==> src/rtl/wb_io_responder_pkg.sv <==
// Shared constants and types for the Wishbone GPIO responder (wb_io_responder).
package wb_io_pkg;

    localparam int unsigned IO_W_DEF = 5;
    localparam int unsigned DW       = 32;

    localparam logic [7:0] OFF_DATA_OUT   = 8'h00;
    localparam logic [7:0] OFF_OEB        = 8'h04;
    localparam logic [7:0] OFF_DATA_IN    = 8'h08;
    localparam logic [7:0] OFF_IRQ_STATUS = 8'h0C;
    localparam logic [7:0] OFF_IRQ_MASK   = 8'h10;
    localparam logic [7:0] OFF_EDGE_SEL   = 8'h14;

    localparam logic [DW-1:0] DATA_OUT_RST = 32'h0000_0000;
    localparam logic [DW-1:0] OEB_RST      = 32'hFFFF_FFFF;

    typedef enum logic {
        IDLE = 1'b0,
        ACK  = 1'b1
    } bus_state_e;

endpackage

==> src/rtl/wb_io_responder_if.sv <==
// Wishbone classic slave-side bus bundle for wb_io_responder.
interface wb_io_responder_if;
    logic        wbs_cyc_i;
    logic        wbs_stb_i;
    logic        wbs_we_i;
    logic [3:0]  wbs_sel_i;
    logic [31:0] wbs_adr_i;
    logic [31:0] wbs_dat_i;
    logic [31:0] wbs_dat_o;
    logic        wbs_ack_o;

    modport master (
        output wbs_cyc_i, wbs_stb_i, wbs_we_i, wbs_sel_i, wbs_adr_i, wbs_dat_i,
        input  wbs_dat_o, wbs_ack_o
    );

    modport slave (
        input  wbs_cyc_i, wbs_stb_i, wbs_we_i, wbs_sel_i, wbs_adr_i, wbs_dat_i,
        output wbs_dat_o, wbs_ack_o
    );
endinterface

==> src/rtl/wb_io_responder_io_sync_edge.sv <==
// Pad-input synchronizer; with IO_EDGE_IRQ_EN also a per-pin rise/fall edge detector.
module io_sync_edge
    import wb_io_pkg::*;
#(
    parameter int unsigned IO_W        = IO_W_DEF,
    parameter int unsigned SYNC_STAGES = 2
) (
    input  logic            i_clk,
    input  logic            i_rst,
    input  logic [IO_W-1:0] i_async,
`ifdef IO_EDGE_IRQ_EN
    input  logic [IO_W-1:0] i_edge_sel,
    output logic [IO_W-1:0] o_edge,
`endif
    output logic [IO_W-1:0] o_sync
);

    if (SYNC_STAGES < 2) begin : g_bad_stages
        $error("io_sync_edge: SYNC_STAGES must be at least 2");
    end

    logic [IO_W-1:0] r_stage [SYNC_STAGES];

    always_ff @(posedge i_clk) begin
        if (i_rst) begin
            for (int k = 0; k < int'(SYNC_STAGES); k++) r_stage[k] <= '0;
        end else begin
            r_stage[0] <= i_async;
            for (int k = 1; k < int'(SYNC_STAGES); k++) r_stage[k] <= r_stage[k-1];
        end
    end

    assign o_sync = r_stage[SYNC_STAGES-1];

`ifdef IO_EDGE_IRQ_EN
    logic [IO_W-1:0] r_prev;
    logic [IO_W-1:0] w_rise;
    logic [IO_W-1:0] w_fall;

    always_ff @(posedge i_clk) begin
        if (i_rst) r_prev <= '0;
        else       r_prev <= o_sync;
    end

    // EDGE_SEL bit 0 selects rising, 1 selects falling
    assign w_rise = o_sync & ~r_prev;
    assign w_fall = ~o_sync & r_prev;
    assign o_edge = (w_rise & ~i_edge_sel) | (w_fall & i_edge_sel);
`endif

endmodule

==> src/rtl/wb_io_responder.sv <==
// Wishbone classic GPIO responder for io[37:33]; IO_EDGE_IRQ_EN adds edge interrupt registers.
module wb_io_responder
    import wb_io_pkg::*;
#(
    parameter logic [31:0] BASE_ADDR   = 32'h3000_0000,
    parameter int unsigned IO_W        = IO_W_DEF,
    parameter int unsigned SYNC_STAGES = 2
) (
    input  logic                wb_clk_i,
    input  logic                wb_rst_i,
    wb_io_responder_if.slave    wbs,
    input  logic [IO_W-1:0]     io_in,
    output logic [IO_W-1:0]     io_out,
    output logic [IO_W-1:0]     io_oeb,
    output logic [2:0]          user_irq
);

    bus_state_e      r_state;
    logic            r_ack;
    logic [DW-1:0]   r_dat;
    logic [IO_W-1:0] r_data_out;
    logic [IO_W-1:0] r_oeb;
    logic [IO_W-1:0] w_sync;
    logic [DW-1:0]   w_rd_data;
    logic [IO_W-1:0] w_wdata;
    logic [7:0]      w_off;
    logic            w_sel;
    logic            w_take;
    logic            w_wr;
    logic            w_unused;

`ifdef IO_EDGE_IRQ_EN
    logic [IO_W-1:0] r_irq_status;
    logic [IO_W-1:0] r_irq_mask;
    logic [IO_W-1:0] r_edge_sel;
    logic            r_irq;
    logic [IO_W-1:0] w_edge;
    logic [IO_W-1:0] w_w1c;
`endif

    io_sync_edge #(
        .IO_W        (IO_W),
        .SYNC_STAGES (SYNC_STAGES)
    ) u_sync (
        .i_clk      (wb_clk_i),
        .i_rst      (wb_rst_i),
        .i_async    (io_in),
`ifdef IO_EDGE_IRQ_EN
        .i_edge_sel (r_edge_sel),
        .o_edge     (w_edge),
`endif
        .o_sync     (w_sync)
    );

    assign w_off   = wbs.wbs_adr_i[7:0];
    assign w_wdata = wbs.wbs_dat_i[IO_W-1:0];
    assign w_sel   = wbs.wbs_cyc_i && wbs.wbs_stb_i && (wbs.wbs_adr_i[31:8] == BASE_ADDR[31:8]);
    assign w_take  = (r_state == IDLE) && w_sel;
    assign w_wr    = w_take && wbs.wbs_we_i && wbs.wbs_sel_i[0];
    assign w_unused = &{1'b0, wbs.wbs_sel_i[3:1], wbs.wbs_dat_i[DW-1:IO_W]};

    // Read mux; unmapped offsets read as zero
    always_comb begin
        w_rd_data = '0;
        case (w_off)
            OFF_DATA_OUT:   w_rd_data = DW'(r_data_out);
            OFF_OEB:        w_rd_data = DW'(r_oeb);
            OFF_DATA_IN:    w_rd_data = DW'(w_sync);
`ifdef IO_EDGE_IRQ_EN
            OFF_IRQ_STATUS: w_rd_data = DW'(r_irq_status);
            OFF_IRQ_MASK:   w_rd_data = DW'(r_irq_mask);
            OFF_EDGE_SEL:   w_rd_data = DW'(r_edge_sel);
`endif
            default:        w_rd_data = '0;
        endcase
    end

    // Bus FSM, register writes and read-data capture
    always_ff @(posedge wb_clk_i) begin
        if (wb_rst_i) begin
            r_state    <= IDLE;
            r_ack      <= 1'b0;
            r_dat      <= '0;
            r_data_out <= DATA_OUT_RST[IO_W-1:0];
            r_oeb      <= OEB_RST[IO_W-1:0];
        end else begin
            case (r_state)
                IDLE: begin
                    if (w_sel) begin
                        r_state <= ACK;
                        r_ack   <= 1'b1;
                        if (!wbs.wbs_we_i) r_dat <= w_rd_data;
                    end
                end
                ACK: begin
                    r_state <= IDLE;
                    r_ack   <= 1'b0;
                end
                default: begin
                    r_state <= IDLE;
                    r_ack   <= 1'b0;
                end
            endcase
            if (w_wr && (w_off == OFF_DATA_OUT)) r_data_out <= w_wdata;
            if (w_wr && (w_off == OFF_OEB))      r_oeb      <= w_wdata;
        end
    end

`ifdef IO_EDGE_IRQ_EN
    assign w_w1c = (w_wr && (w_off == OFF_IRQ_STATUS)) ? w_wdata : '0;

    // Edge set takes priority over a same-cycle W1C
    always_ff @(posedge wb_clk_i) begin
        if (wb_rst_i) begin
            r_irq_status <= '0;
            r_irq_mask   <= '0;
            r_edge_sel   <= '0;
            r_irq        <= 1'b0;
        end else begin
            r_irq_status <= (r_irq_status & ~w_w1c) | w_edge;
            r_irq        <= |(r_irq_status & r_irq_mask);
            if (w_wr && (w_off == OFF_IRQ_MASK)) r_irq_mask <= w_wdata;
            if (w_wr && (w_off == OFF_EDGE_SEL)) r_edge_sel <= w_wdata;
        end
    end

    assign user_irq = {2'b00, r_irq};
`else
    assign user_irq = 3'b000;
`endif

    assign wbs.wbs_ack_o = r_ack;
    assign wbs.wbs_dat_o = r_dat;
    assign io_out        = r_data_out;
    assign io_oeb        = r_oeb;

endmodule
==> src/flat_wrapper.sv <==
// flat-port wrapper written by rule: the top's interface ports become plain ports
module wb_io_responder_flat import wb_io_pkg::*;
#(
    parameter logic [31:0] BASE_ADDR   = 32'h3000_0000,
    parameter int unsigned IO_W        = IO_W_DEF,
    parameter int unsigned SYNC_STAGES = 2
)
  (wb_clk_i, wb_rst_i, io_in, io_out, io_oeb, user_irq, wbs_wbs_cyc_i, wbs_wbs_stb_i, wbs_wbs_we_i, wbs_wbs_sel_i, wbs_wbs_adr_i, wbs_wbs_dat_i, wbs_wbs_dat_o, wbs_wbs_ack_o);
  wb_io_responder_if wbs_i ();
  input  logic wb_clk_i;
  input  logic wb_rst_i;
  input  logic [IO_W-1:0] io_in;
  output logic [IO_W-1:0] io_out;
  output logic [IO_W-1:0] io_oeb;
  output logic [2:0] user_irq;
  input wire logic [$bits(wbs_i.wbs_cyc_i)-1:0] wbs_wbs_cyc_i;
  input wire logic [$bits(wbs_i.wbs_stb_i)-1:0] wbs_wbs_stb_i;
  input wire logic [$bits(wbs_i.wbs_we_i)-1:0] wbs_wbs_we_i;
  input wire logic [$bits(wbs_i.wbs_sel_i)-1:0] wbs_wbs_sel_i;
  input wire logic [$bits(wbs_i.wbs_adr_i)-1:0] wbs_wbs_adr_i;
  input wire logic [$bits(wbs_i.wbs_dat_i)-1:0] wbs_wbs_dat_i;
  output wire logic [$bits(wbs_i.wbs_dat_o)-1:0] wbs_wbs_dat_o;
  output wire logic [$bits(wbs_i.wbs_ack_o)-1:0] wbs_wbs_ack_o;
  assign wbs_i.wbs_cyc_i = wbs_wbs_cyc_i;
  assign wbs_i.wbs_stb_i = wbs_wbs_stb_i;
  assign wbs_i.wbs_we_i = wbs_wbs_we_i;
  assign wbs_i.wbs_sel_i = wbs_wbs_sel_i;
  assign wbs_i.wbs_adr_i = wbs_wbs_adr_i;
  assign wbs_i.wbs_dat_i = wbs_wbs_dat_i;
  assign wbs_wbs_dat_o = wbs_i.wbs_dat_o;
  assign wbs_wbs_ack_o = wbs_i.wbs_ack_o;
  wb_io_responder #(.BASE_ADDR(BASE_ADDR), .IO_W(IO_W), .SYNC_STAGES(SYNC_STAGES)) u_core (.wb_clk_i(wb_clk_i), .wb_rst_i(wb_rst_i), .wbs(wbs_i), .io_in(io_in), .io_out(io_out), .io_oeb(io_oeb), .user_irq(user_irq));
endmodule
==> config.mk <==
export PLATFORM = sky130hd
export DESIGN_NAME = wb_io_responder_flat
export DESIGN_NICKNAME = d
export VERILOG_FILES = /design/src/rtl/wb_io_responder_pkg.sv /design/src/rtl/wb_io_responder_if.sv /design/src/rtl/wb_io_responder_io_sync_edge.sv /design/src/rtl/wb_io_responder.sv /design/src/flat_wrapper.sv
export SDC_FILE = /design/constraint.sdc
export NUM_CORES = 1
export LEC_CHECK = 0
export CAP_MARGIN = 15
export CORE_UTILIZATION = 34
export DETAILED_ROUTE_END_ITERATION = 16
export PLACE_DENSITY = 0.88
export SLEW_MARGIN = 20
export SYNTH_ARGS = -nofsm -noshare
export SYNTH_HDL_FRONTEND = slang
export SYNTH_HIERARCHICAL = 1
export SYNTH_SLANG_ARGS = --single-unit
==> constraint.sdc <==
create_clock -name wb_clk_i -period 4.6 [get_ports wb_clk_i]
set_input_delay 0.92 -clock wb_clk_i [delete_from_list [all_inputs] [get_ports wb_clk_i]]
set_output_delay 0.92 -clock wb_clk_i [all_outputs]
set_load 0.02 [all_outputs]
Word-level counts from Yosys, hierarchy flattened
Memory sizes are Yosys's and may differ from the RTL's.
Index checks and enable logic that the tools add are counted.
{"block": "totals", "register_bits": 44, "ram_bits": 10, "in_bits": 78, "elab_cells": 33, "mem_count": 1}
{"block": "classes", "eq_ne": 4, "mux": 10, "n_bitwise": 4, "reduce_logical": 9}
{"name": "u_core.u_sync.r_stage", "words": 2, "word_bits": 5, "read_ports": 2, "rd_clocked_by_memory_dff": 0, "wr": 2, "line_no": "wb_io_responder_io_sync_edge.sv:22", "text": "logic [IO_W-1:0] r_stage [SYNC_STAGES];"}
{"cell": "== test 24 x 22 -> 1 bit, second input constant", "count": 1}
{"cell": "case mux 5 bit (3 select lines)", "count": 1}
{"cell": "two-way mux 5 bit", "count": 2}
{"cell": "== test 8 x 3 -> 1 bit, second input constant", "count": 1}
{"cell": "== test 8 x 4 -> 1 bit, second input constant", "count": 1}
{"cell": "zero test 8 bit", "count": 1}
{"cell": "logical AND 1 bit", "count": 7}
{"cell": "two-way mux 1 bit", "count": 5}
{"cell": "case mux 1 bit (2 select lines)", "count": 2}
{"cell": "AND reduction 3 bit", "count": 1}
{"cell": "inequality test 2 x 1 -> 1 bit, second input constant", "count": 1}
{"cell": "NOT 1 bit", "count": 2}
{"cell": "OR 1 bit", "count": 2}

Logic depth before layout (Yosys ltp)
Gate-level depths: netlist (run 1).
{"block": "depth", "word_depth": 6, "ltp_mapped": 5, "depth_no_buf": 4}

Modules after synthesis
The synthesis (run 1) kept the hierarchy.
{"module": "wb_io_responder", "n_inst": 1, "cells_each": 137, "area_each_um2": 1158.6}
{"module": "io_sync_edge", "n_inst": 1, "cells_each": 25, "area_each_um2": 300.3}

Worst setup path before layout (run 1)
No wires, ideal clock.
{"block": "synth_path", "path_kind": "in2reg", "start": "input wbs_wbs_adr_i[1]", "end": "register u_core.r_oeb[0] (netlist: u_core/io_oeb[0])", "arrival_ps": 2657, "t_required_ps": 4528, "setup_slack_ps": 1872, "path_stages": 5, "path_buffers": 1, "cell_sequence": "or4_4 -> or4_1 -> buf_2 -> nor4_4 -> mux2i_1"}
{"block": "synth_via", "elab_chain_len": 2}
{"item": "start: declaration", "line_no": "flat_wrapper.sv:20", "text": "input wire logic [$bits(wbs_i.wbs_adr_i)-1:0] wbs_wbs_adr_i;"}
{"item": "== test 8 x 3 -> 1 bit", "line_no": "wb_io_responder.sv:105", "text": "if (w_wr && (w_off == OFF_OEB)) r_oeb <= w_wdata;"}
{"item": "logical AND 1 bit", "line_no": "wb_io_responder.sv:105"}
{"item": "end signal: assignment", "line_no": "wb_io_responder.sv:85", "text": "r_oeb <= OEB_RST[IO_W-1:0];"}
{"item": "end signal: assignment", "line_no": "wb_io_responder.sv:105"}
{"item": "end: declaration", "line_no": "wb_io_responder.sv:22", "text": "logic [IO_W-1:0] r_oeb;"}
Every way passes these cells.
A chain may end at the register's enable or synchronous reset.

Final worst setup path (run 1)
{"block": "layout_path", "start": "input wbs_wbs_adr_i[1]", "end": "register u_core.r_oeb[4] (netlist: u_core/io_oeb[4])"}
The elaborated chain is that of the path after synthesis.

==> impl_metrics.py, run 1 <==
metrics = {
    "clock_network": {
        "numCtsBuffers": 3,
        "cts-root-buf": "clkbuf_8",
        "cts.reportedPaths.clkPinSlew_ps": 90,
        "ctsHoldBuffers": 0,
        "ctsResizeCount": 0,
        "clock_latency_ps": 270,
        "clkSinkCount": 27,
        "cts_tree": "done",
        "h-tree-depth": 1,
        "postCtsSetupBuffers": 0,
        "cts_buffer_depth": 2,
    },
    "floorplan": {
        "io_pins": 124,
        "core_um2": 4060,
        "initial_core_util": 0.360,
        "die_y_um": 67.5,
        "die-area_um2": 4560,
        "die_w_um": 67.5,
        "row_count": 23,
    },
    "sta": {
        "period_share": 0.671,
        "rsz0062_at_grt": "false",
        "slew_headroom": 0.465,
        "tightest_slew_ps": 796,
        "max_freq_mhz": 324,
        "hold_viol_final": 0,
        "min_period_ps": 3090,
        "fin_setup_tns_ps": 0,
        "setup_violations": 0,
        "skew_ps": 3.55,
        "holdWs_ps": 445,
        "slew_violations": 0,
    },
    "cells_and_area": {
        "nFillCells": 399,
        "stdcell_area_um2": 2040,
        "antenna_cells": 0,
        "multiInputGateArea_um2": 744,
        "seq_area_um2": 541,
        "area_growth_pct": 39.5,
        "drive_gt1_frac": 0.0455,
        "instances_no_fill": 270,
        "nNetsFinal": 299,
        "final_cell_mix": "clkdlybuf4s50_1, conb_1, dfxtp_1",
        "final_common_cell": "clkdlybuf4s50_1",
    },
    "min_path": {
        "holdPathEnd": "u_core/u_sync/r_stage[0][5]",
        "worstHoldStart": "u_core/u_sync/r_stage[0][0]",
        "min_path_type": "reg2reg",
        "min_path_cells": 1,
    },
    "route": {
        "vias": 1240,
        "routed-wl-met2_um": 1550,
        "drc": 0,
        "avgRoutedWirePerCell_um": 11.6,
        "top_layer": "met4",
        "postRouteAntennaNets": 0,
        "dr_wl_met3_um": 255,
        "drt_wl_total_um": 3130,
        "wl_met1_um": 1260,
        "routed_via_density": 4.59,
        "drt-initial-drc-count": 64,
        "drtPass1Iterations": 4,
    },
    "critical_path": {
        "critPathKind": "in2reg",
        "cp.arrival_ps": 3290,
        "cp-start-kind": "primary input",
        "r2r-end": "u_core/io_oeb[4]",
        "rr_worst_depth": 4,
        "endpoint_kind": "flop",
        "reg2reg_setup_slack_ps": 2670,
        "worstPathMaxFanout": 6,
        "r2r_start": "u_core/r_state",
        "worstPathRequired_ps": 4800,
    },
    "power_and_ir_drop": {
        "p_sw_frac": 0.244,
        "share_comb_of_total_power": 0.182,
        "p_leak_nw": 0.759,
        "ir_worst_vdd_mv": 0.129,
        "pwr-share-clk": 0.290,
        "intPower_w": 0.000341,
        "total_power_w": 0.000451,
        "seq_power_share": 0.528,
        "power_switching_w": 0.000110,
        "powerDensity_nw_per_um2": 222,
    },
    "global_routing": {
        "gr-usage-all-layers": 0.151,
        "grt_max_degree": 34,
        "grt_pass1_vias": 1160,
        "antenna_found_initial": 0,
        "globalRouteOverflowTotal": 0,
        "grt_pass1_wl_um": 5120,
    },
    "synthesis": {
        "ys_warn_count": 6,
        "ys_seq_elements": 27,
        "postSynthAreaPerCell_um2": 9.01,
        "syn_inst": 162,
        "ys_seq_area_frac": 0.370,
        "yosys.cell_types.count": 28,
        "syn_area_um2": 1460,
    },
    "place": {
        "place_hpwl_um": 2530,
        "routabilityCongestion": 0.847,
        "place_inst": 266,
        "placed_area_um2": 1990,
        "port-buffer-count": 63,
    },
    "run": {
        "max_cap_viol_count": 0,
    },
    "run_status": {
        "status": "finished clean",
    },
}
## cell families (layout without fill, tap and decap cells)
family / count (synthesis) / after routing / share of synthesized area
simple gates: 63 / 63 / 0.264
buf+inv: 40 / 69 / 0.194
flops: 27 / 27 / 0.370
compound gates: 16 / 16 / 0.0660
mux: 15 / 15 / 0.103
other cells: 1 / 30 / 0.00257
## through the flow
stage,setup slack [ps],utilization
2_1_floorplan,1870,-
3_3_place_gp,1280,0.490
3_5_place_dp,1240,0.490
4_1_cts,1520,0.502
5_1_grt,1410,0.502
6_report,1510,0.502
## power by group through the flow
stage	Clock (W)	Combinational (W)	Sequential (W)
global placement	0	0.0000811	0.000244
global route	0.000148	0.0000894	0.000239
detailed placement	0	0.0000822	0.000244
finish	0.000131	0.0000824	0.000238
floorplan	0	0.0000584	0.000244
CTS	0.000136	0.0000825	0.000238
## critical path, stage by stage
cell	delay, ps
clkdlybuf4s50_1	400
or4_4	550
or4_1	650
nor4_4	520
mux2i_1	250
## synthesized netlist by cell type, drive strengths merged
| cell type | n | area [µm²] |
|---|---|---|
| buf | 36 | 268 |
| nand4 | 7 | 43.8 |
| or4 | 2 | 18.8 |
| nor4 | 7 | 58.8 |
| clkbuf | 3 | 11.3 |
| or2 | 2 | 12.5 |
| and2 | 4 | 25.0 |
| nand2 | 2 | 7.51 |
| nor3 | 2 | 15.0 |
| conb | 1 | 3.75 |
| mux2i | 15 | 150 |
| dfxtp | 27 | 541 |
| nor2 | 15 | 56.3 |
| o21ai | 4 | 20.0 |
| nor2b | 11 | 68.8 |
| nor4bb | 1 | 10.0 |
| and3b | 1 | 8.76 |
| o2bb2ai | 1 | 8.76 |
| nand2b | 6 | 37.5 |
| and4 | 2 | 17.5 |
| a21oi | 6 | 30.0 |
| o31ai | 5 | 37.5 |
| nand3 | 1 | 5.00 |
| inv | 1 | 3.75 |
## layout make-up
| type | count | area share |
|---|---|---|
| clock buffer | 3 | 0.0203 |
| timing repair buffer | 64 | 0.313 |
| inverter | 1 | 0.00184 |
| clock inverter | 1 | 0.00246 |
| sequential | 27 | 0.266 |
| multi-input combinational | 124 | 0.366 |
| tap | 50 | 0.0307 |
## sequential cells by signal, summed over array words and instances (netlist names)
name                   cells
u_core/io_oeb              5
u_core/io_out              5
u_core/r_state             1
u_core/u_sync/r_stage     10
u_core/wbs.wbs_ack_o       1
u_core/wbs.wbs_dat_o       5
## worst max path at each step
stage	to	cells after the start	from	slack [ps]
3_5_place_dp	u_core/io_oeb[0]	5	wbs_wbs_adr_i[1]	1240
2_1_floorplan	u_core/io_oeb[0]	5	wbs_wbs_adr_i[1]	1870
5_1_grt	u_core/io_oeb[3]	5	wbs_wbs_adr_i[1]	1410
6_report	u_core/io_oeb[4]	5	wbs_wbs_adr_i[1]	1510
3_3_place_gp	u_core/io_oeb[1]	5	wbs_wbs_adr_i[1]	1280
4_1_cts	u_core/io_oeb[1]	5	wbs_wbs_adr_i[1]	1520
## per-layer routing
metal	vias to the layer above	track usage
li1	609	-
met1	560	0.171
met2	63	0.262
met3	8	0.0456
met4	0	0.0559
met5	-	0
(Power assumes the default switching activity.)
==> inputs of run 2 (changes only) <==
Settings changed: CORE_UTILIZATION 34 to 32, PLACE_DENSITY 0.88 to 0.84.
Clock period 4.6 ns to 2.9 ns, I/O delays scaled along.
==> impl_metrics.py, run 2 (synthesized netlist as in run 1, its figures left out) <==
metrics = {
    "clock_network": {
        "cts_tree": "done",
        "postCtsSetupBuffers": 0,
        "ctsHoldBuffers": 0,
        "cts_buffer_depth": 2,
        "numCtsBuffers": 3,
        "clock_latency_ps": 270,
        "cts.reportedPaths.clkPinSlew_ps": 90,
        "h-tree-depth": 1,
        "cts-root-buf": "clkbuf_8",
        "clkSinkCount": 27,
        "ctsResizeCount": 0,
    },
    "sta": {
        "max_freq_mhz": 391,
        "slew_headroom": 0.644,
        "slew_violations": 0,
        "period_share": 0.882,
        "tightest_slew_ps": 529,
        "setup_violations": 0,
        "min_period_ps": 2560,
        "fin_setup_tns_ps": 0,
        "hold_viol_final": 0,
        "skew_ps": 3.87,
        "rsz0062_at_grt": "false",
    },
    "cells_and_area": {
        "seq_area_um2": 541,
        "final_common_cell": "clkdlybuf4s50_1",
        "multiInputGateArea_um2": 744,
        "area_growth_pct": 42.8,
        "largest_reg_flops": 10,
        "stdcell_area_um2": 2080,
        "nFillCells": 409,
        "nNetsFinal": 305,
        "instances_no_fill": 278,
        "final_cell_mix": "clkdlybuf4s50_1, conb_1, dfxtp_1",
        "drive_gt1_frac": 0.0708,
        "antenna_cells": 0,
        "top_register": "u_core/u_sync/r_stage",
    },
    "route": {
        "routed_via_density": 4.53,
        "postRouteAntennaNets": 0,
        "avgRoutedWirePerCell_um": 11.6,
        "drc": 0,
        "drt_wl_total_um": 3240,
        "vias": 1258,
        "drt-initial-drc-count": 100,
        "drtPass1Iterations": 4,
    },
    "floorplan": {
        "row_count": 24,
        "core_um2": 4350,
        "die_w_um": 69.5,
        "die_y_um": 69.5,
        "initial_core_util": 0.335,
        "die-area_um2": 4830,
        "io_pins": 124,
    },
    "power_and_ir_drop": {
        "pwr-share-clk": 0.290,
        "p_sw_frac": 0.246,
        "power_switching_w": 0.000177,
        "seq_power_share": 0.525,
        "powerDensity_nw_per_um2": 345,
        "p_leak_nw": 0.789,
        "intPower_w": 0.000542,
        "ir_worst_vdd_mv": 0.172,
        "share_comb_of_total_power": 0.185,
    },
    "critical_path": {
        "worstPathMaxFanout": 4,
        "cp.arrival_ps": 2760,
        "rr_worst_depth": 5,
        "critPathKind": "in2reg",
        "endpoint_kind": "flop",
        "worstPathRequired_ps": 3100,
        "cp-start-kind": "primary input",
    },
    "global_routing": {
        "antenna_found_initial": 0,
        "grt_max_degree": 33,
        "grt_pass1_vias": 1231,
        "gr-usage-all-layers": 0.137,
        "globalRouteOverflowTotal": 0,
        "grt_pass1_wl_um": 5380,
    },
    "place": {
        "port-buffer-count": 63,
        "placed_area_um2": 2040,
        "place_inst": 274,
        "routabilityCongestion": 0.840,
        "place_hpwl_um": 2610,
    },
    "run_status": {
        "status": "finished clean",
    },
    "min_path": {
        "min_path_type": "reg2reg",
        "min_path_cells": 1,
    },
    "run": {
        "max_cap_viol_count": 0,
    },
}
[run 2: changes by cell type in the layout (fill, tap and decap cells not counted)]
cell and change:
buf_4 +6
[run 2: power groups by stage]
| stage | logic, W | clock network, W | registers, W |
|---|---|---|---|
| 3_3_place_gp | 0.000130 | 0 | 0.000386 |
| 5_1_grt | 0.000143 | 0.000238 | 0.000379 |
| 4_1_cts | 0.000133 | 0.000213 | 0.000378 |
| 2_1_floorplan | 0.0000926 | 0 | 0.000386 |
| 6_report | 0.000133 | 0.000209 | 0.000378 |
| 3_5_place_dp | 0.000132 | 0 | 0.000387 |
[run 2: path summary, 6_finish.rpt]
| kind | startpoint | slack (ps) | end |
|---|---|---|---|
| worst min register to register | u_core/u_sync/r_stage[0][3] | 440 | u_core/u_sync/r_stage[0][8] |
| worst max register to register | u_core/r_state | 1230 | u_core/io_oeb[4] |
| worst min-delay path | u_core/u_sync/r_stage[0][3] | 440 | u_core/u_sync/r_stage[0][8] |
| worst max-delay path | wbs_wbs_adr_i[1] | 340 | u_core/io_oeb[4] |
[run 2: area by class of cell]
| cell class | count | share of cell area |
|---|---|---|
| Clock buffer | 3 | 0.0198 |
| Clock inverter | 1 | 0.00240 |
| Inverter | 1 | 0.00180 |
| Multi-Input combinational cell | 124 | 0.357 |
| Sequential cell | 27 | 0.259 |
| Tap cell | 52 | 0.0312 |
| Timing Repair Buffer | 70 | 0.328 |
[run 2: per-stage QoR]
| step | total power (W) | hold slack [ps] | util | setup WS [ps] |
|---|---|---|---|---|
| 6_report | 0.000719 | 441 | 0.478 | 341 |
| 5_1_grt | 0.000759 | 467 | 0.478 | 292 |
| 4_1_cts | 0.000723 | 442 | 0.478 | 343 |
| 3_5_place_dp | 0.000519 | 420 | 0.468 | 60.7 |
| 2_1_floorplan | 0.000479 | 414 | - | 512 |
| 3_3_place_gp | 0.000517 | 420 | 0.468 | 111 |
[run 2: worst max-delay path: stages]
cell and delay, ps:
clkdlybuf4s50_1 400, or4_4 560, or4_1 550, nor4_4 280, buf_4 200, mux2i_1 190
[run 2: layer usage]
metal / vias to the layer above / track usage / wire length [µm]
li1: 624 / - / -
met1: 575 / 0.159 / 1310
met2: 51 / 0.236 / 1690
met3: 8 / 0.0392 / 187
met4: 0 / 0.0544 / 54
met5: - / 0 / 0
